## config.mk

```make
export PLATFORM = sky130hd
export DESIGN_NAME = carry_save_accumulator
export DESIGN_NICKNAME = d
export VERILOG_FILES = /design/src/rtl/carry_save_accumulator.sv
export SDC_FILE = /design/constraint.sdc
export NUM_CORES = 1
export LEC_CHECK = 0
export CELL_PAD_IN_SITES_DETAIL_PLACEMENT = 1
export CELL_PAD_IN_SITES_GLOBAL_PLACEMENT = 1
export CORE_ASPECT_RATIO = 1.25
export CORE_MARGIN = 3
export CORE_UTILIZATION = 45
export CTS_CLUSTER_SIZE = 40
export DETAILED_ROUTE_END_ITERATION = 10
export GPL_TIMING_DRIVEN = 0
export PLACE_DENSITY_LB_ADDON = 0.1
export SLEW_MARGIN = 20
export SYNTH_ARGS = -nofsm -noshare
export SYNTH_HDL_FRONTEND = slang
export SYNTH_SLANG_ARGS = --single-unit
```

## constraint.sdc

```tcl
create_clock -name clk_i -period 7.5 [get_ports clk_i]
set_input_delay 0.75 -clock clk_i [delete_from_list [all_inputs] [get_ports clk_i]]
set_output_delay 0.75 -clock clk_i [all_outputs]
set_load 0.005 [all_outputs]
```

## src/rtl/carry_save_accumulator.sv

```systemverilog
// Two-stage accumulator for redundant (sum/carry) partial results: stage A resolves the
// carry-propagate add, stage B accumulates per group. Define CSA_ACC_SAT_EN for saturating accumulation.
module carry_save_accumulator #(
  parameter int IN_SIZE  = 16,
  parameter int ACC_SIZE = 32
) (
  input  logic                clk_i,
  input  logic                rst_i,
  input  logic                valid_i,
  output logic                ready_o,
  input  logic [IN_SIZE-1:0]  sum_i,
  input  logic [IN_SIZE-1:0]  carry_i,
  input  logic                first_i,
  input  logic                last_i,
  output logic                valid_o,
  input  logic                ready_i,
  output logic [ACC_SIZE-1:0] acc_o,
  output logic                overflow_o
);

  logic                stall, accept;
  logic [ACC_SIZE-1:0] sum_ext, carry_ext, v_in;
  logic [ACC_SIZE-1:0] acc_add, acc_upd;
  logic                sat_hit;

  logic                a_vld_q, a_vld_d;
  logic                a_first_q, a_first_d;
  logic                a_last_q, a_last_d;
  logic [ACC_SIZE-1:0] a_v_q, a_v_d;
  logic [ACC_SIZE-1:0] acc_q, acc_d;
  logic                grp_ovf_q, grp_ovf_d;
  logic [ACC_SIZE-1:0] res_q, res_d;
  logic                res_ovf_q, res_ovf_d;
  logic                res_vld_q, res_vld_d;

  assign stall   = res_vld_q && !ready_i;
  assign ready_o = !stall;
  assign accept  = valid_i && ready_o;

  assign sum_ext   = ACC_SIZE'($signed(sum_i));
  assign carry_ext = ACC_SIZE'($signed(carry_i));
  assign v_in      = sum_ext + carry_ext;

  assign acc_add = acc_q + a_v_q;

`ifdef CSA_ACC_SAT_EN
  // Signed overflow: both operands share a sign the wrapped sum does not.
  logic pos_ovf, neg_ovf;
  assign pos_ovf = !acc_q[ACC_SIZE-1] && !a_v_q[ACC_SIZE-1] &&  acc_add[ACC_SIZE-1];
  assign neg_ovf =  acc_q[ACC_SIZE-1] &&  a_v_q[ACC_SIZE-1] && !acc_add[ACC_SIZE-1];
  assign sat_hit = pos_ovf || neg_ovf;
  always_comb begin
    acc_upd = acc_add;
    if (pos_ovf) acc_upd = {1'b0, {(ACC_SIZE-1){1'b1}}};
    if (neg_ovf) acc_upd = {1'b1, {(ACC_SIZE-1){1'b0}}};
  end
`else
  assign sat_hit = 1'b0;
  assign acc_upd = acc_add;
`endif

  always_comb begin
    a_vld_d   = a_vld_q;
    a_first_d = a_first_q;
    a_last_d  = a_last_q;
    a_v_d     = a_v_q;
    acc_d     = acc_q;
    grp_ovf_d = grp_ovf_q;
    res_d     = res_q;
    res_ovf_d = res_ovf_q;
    res_vld_d = res_vld_q;
    if (!stall) begin
      a_vld_d   = accept;
      a_first_d = accept && first_i;
      a_last_d  = accept && last_i;
      if (accept) a_v_d = v_in;
      if (res_vld_q && ready_i) res_vld_d = 1'b0;
      if (a_vld_q) begin
        acc_d     = a_first_q ? a_v_q : acc_upd;
        grp_ovf_d = a_first_q ? 1'b0 : (grp_ovf_q || sat_hit);
        // A load on the drain edge keeps valid high with the new result.
        if (a_last_q) begin
          res_d     = acc_d;
          res_ovf_d = grp_ovf_d;
          res_vld_d = 1'b1;
        end
      end
    end
  end

  always_ff @(posedge clk_i) begin
    if (rst_i) begin
      a_vld_q   <= 1'b0;
      a_first_q <= 1'b0;
      a_last_q  <= 1'b0;
      a_v_q     <= '0;
      acc_q     <= '0;
      grp_ovf_q <= 1'b0;
      res_q     <= '0;
      res_ovf_q <= 1'b0;
      res_vld_q <= 1'b0;
    end else begin
      a_vld_q   <= a_vld_d;
      a_first_q <= a_first_d;
      a_last_q  <= a_last_d;
      a_v_q     <= a_v_d;
      acc_q     <= acc_d;
      grp_ovf_q <= grp_ovf_d;
      res_q     <= res_d;
      res_ovf_q <= res_ovf_d;
      res_vld_q <= res_vld_d;
    end
  end

  assign valid_o    = res_vld_q;
  assign acc_o      = res_q;
  assign overflow_o = res_ovf_q;

endmodule

```

==> run summary <==
syn avg cell area = 7.92 µm²
worst min-delay path class = reg2reg
crit path kind = in2reg
top cells by area, synth = dfxtp_1, ha_1, nor2_1
Combinational Power Share = 0.250
final core occ = 0.565
layout cells sized above 1 = 0.0512
first-pass GRT wire length = 31000 µm
CTS tree = yes
H-Tree Depth = 3
FMAX = 0.282 GHz
via density per instance = 5.95
Synth top cells by count = nor2_1, dfxtp_1, a21oi_1
status = finished, final reports clean
GRT Residual Overflow = 0
Max Cap Violations = 0
critical path data required time = 7760 ps
full die area = 14000 µm²
Root Driver = clkbuf_16
Post-Synthesis Cells = 715
GP Congestion = 0.972
I/O pin count = 73
post-synth top area cell = dfxtp_1
hold_buf cts = 0
register area = 1740 µm²
# DRC = 0
Slew HR = 0.450
Synth top area share = 0.307
insertion delay to the later sink of the worst-skew pair = 340 ps
gr usage total = 0.281
pwr dens = 192 nW/µm²
RSZ-0062 raised after global routing = no
vias in the first global route = 6111
cell family with most CP delay = compound AO/OA/AOI/OAI gates
Worst Setup End Kind = flip-flop
register share of total power = 0.387
Synth Warn # = 0
drt total wl = 19600 µm
Final Hold Viols = 0
crit-path max FO = 3
via count = 5737
# resized after CTS = 0
synthesized flop and latch total = 87
initial detailed-routing violation count = 207
fin nets = 884
Top FF cell, synth = dfxtp_1
final setup fails = 0
CTS Sinks = 87
setup bufs post-CTS = 0
footprint of the multi-input gates = 3700 µm²
IO Port Bufs = 71
maximum vdd drop = 96.4 µV
CTS Buf Count = 9
CP Launch Type = input pin
internal power = 915 µW
mapped cell area = 5660 µm²
Clock Skews = 6.70 ps
CP Buf/Inv Count = 1
post-route ant nets = 0
synth unique cells = 61
period utilization = 0.473
hpwl dp = 15200 µm
post-synthesis sequential area ratio = 0.307
Row Count = 45
Final TNS setup = 0 ps
cells along the critical path = clkdlybuf4s50_1 -> ha_1 -> fa_1 -> a211oi_1 -> nor2_1 -> and4_1 -> o31ai_1 -> o21ai_0 -> a31o_2 -> xor2_1 -> nand2_1 -> a21oi_1
switching pwr = 407 µW
fraction of registers with async set/reset = 0
CP max-delay cell = fa_1
leakage power = 2.77 nW
top-count cell post-synth = nor2_1
Net Count, Synth = 802
measured slew at the worst slew-check pin = 824 ps
per-cell routed wire length = 20.4 µm
Die Ht = 131 µm
chip width = 106 µm
Core Footprint = 12200 µm²
largest net degree at the start of global routing = 17
initial antenna violation count = 0
Worst Path Arrival = 3810 ps
starting density of the core = 0.464
Placement Setup Slack = 3580 ps
clock buffer depth = 2
Layout fillers = 1524
Final Max Slew Viols = 0
Pre-antenna DRT Iters = 4
EDFF count, synth = 0
ANT cells = 0
Clock transition at path regs = 60 ps
minimum clock period = 3550 ps
Clk pwr share = 0.363
CP max stage delay = 430 ps
area growth from synthesis to layout = 21.8%
switch share = 0.308
Setup WS post-layout = 3950 ps
## power by group through the flow
stage               sequential, mW  combinational [mW]  clock (mW)
floorplan                    0.513               0.227           0
global placement             0.520               0.313           0
detailed placement           0.521               0.326           0
CTS                          0.511               0.330       0.485
global route                 0.515               0.368       0.505
finish                       0.512               0.331       0.480
## metal layers
metal  global-route usage  vias up  routed length, µm
met2                0.525      144              10300
met3               0.0344       72                685
li1                     -     2735                  -
met5                    0        -                  0
met1                0.292     2786               7410
met4                0.173        0               1240
## worst register-to-register path, delay by kind of cell, from the launching register on
| kind | cells | cell delay, ps |
|---|---|---|
| AOI/OAI and AO/OA | 7 | 1610 |
| xor gates and xnor gates | 1 | 110 |
| adders and majority gates | 1 | 440 |
| DFF | 1 | 850 |
| and+or+nand+nor | 1 | 260 |
## final cells by class
type,instances,share of cell area
Buffer,44,0.0256
Clock inverter,6,0.0136
Multi-Input combinational cell,573,0.537
Clock buffer,9,0.0326
Timing Repair Buffer,71,0.103
Inverter,11,0.00598
Sequential cell,87,0.252
Tap cell,164,0.0297
## cells by family (layout without fill, tap and decap cells)
logic type               after synthesis  after routing  share of synthesized area
AO/OA/AOI/OAI                        222            222                      0.266
XOR/XNOR                              35             35                     0.0541
adder cells (fa/ha/maj)               49             49                      0.111
buffers and inverters                 55            141                     0.0384
flip-flops                            87             87                      0.307
multiplexers                           6              6                     0.0115
AND/OR/NAND/NOR                      261            261                      0.211
## cell usage in the layout, fill, tap and decap left out, drive strengths merged, types with 4 or more instances in the layout
| cell type | count |
|---|---|
| and2 | 5 |
| buf | 7 |
| nor3 | 35 |
| nor2b | 5 |
| nand4 | 5 |
| clkdlybuf4s50 | 71 |
| a21o | 17 |
| a31oi | 9 |
| clkbuf | 46 |
| ha | 47 |
| clkinv | 4 |
| or3 | 4 |
| mux2i | 5 |
| nand3b | 6 |
| xor2 | 18 |
| o21ai | 33 |
| a211oi | 45 |
| a21oi | 68 |
| dfxtp | 87 |
| o211ai | 4 |
| inv | 10 |
| o31ai | 5 |
| and3 | 7 |
| nand2 | 61 |
| o21bai | 4 |
| nand3 | 13 |
| xnor2 | 17 |
| nor2 | 109 |
| o21a | 14 |
## metrics by stage
stage               instance area (µm²)  std cells  power, mW  hold WS, ps
global placement                   6580        950      0.833          438
floorplan                          5660        715      0.741          427
global route                       6900        965       1.39          499
detailed placement                 6580        950      0.847          457
finish                             6900        965       1.32          462
CTS                                6900        965       1.33          466
## state kept, by name (all words and copies together) (netlist names)
signal and flops:
a_first_q 1, grp_ovf_q 1, a_last_q 1, overflow_o 1
a_vld_q 1, acc_q 32, valid_o 1, acc_o 32
a_v_q 17
## path summary, 6_finish.rpt
path | start | to | slack [ps] | depth (start not counted)
worst max-delay path | sum_i[0] | a_v_q[14]$_SDFFE_PP0P_ | 3950 | 12
worst min-delay path | overflow_o$_SDFFE_PP0P_ | overflow_o$_SDFFE_PP0P_ | 460 | 2
worst max register to register | a_v_q[30]$_SDFFE_PP0P_ | acc_o[31]$_SDFFE_PP0P_ | 4130 | 10
worst min register to register | overflow_o$_SDFFE_PP0P_ | overflow_o$_SDFFE_PP0P_ | 460 | 2
Power figures use the tool's default switching activity.
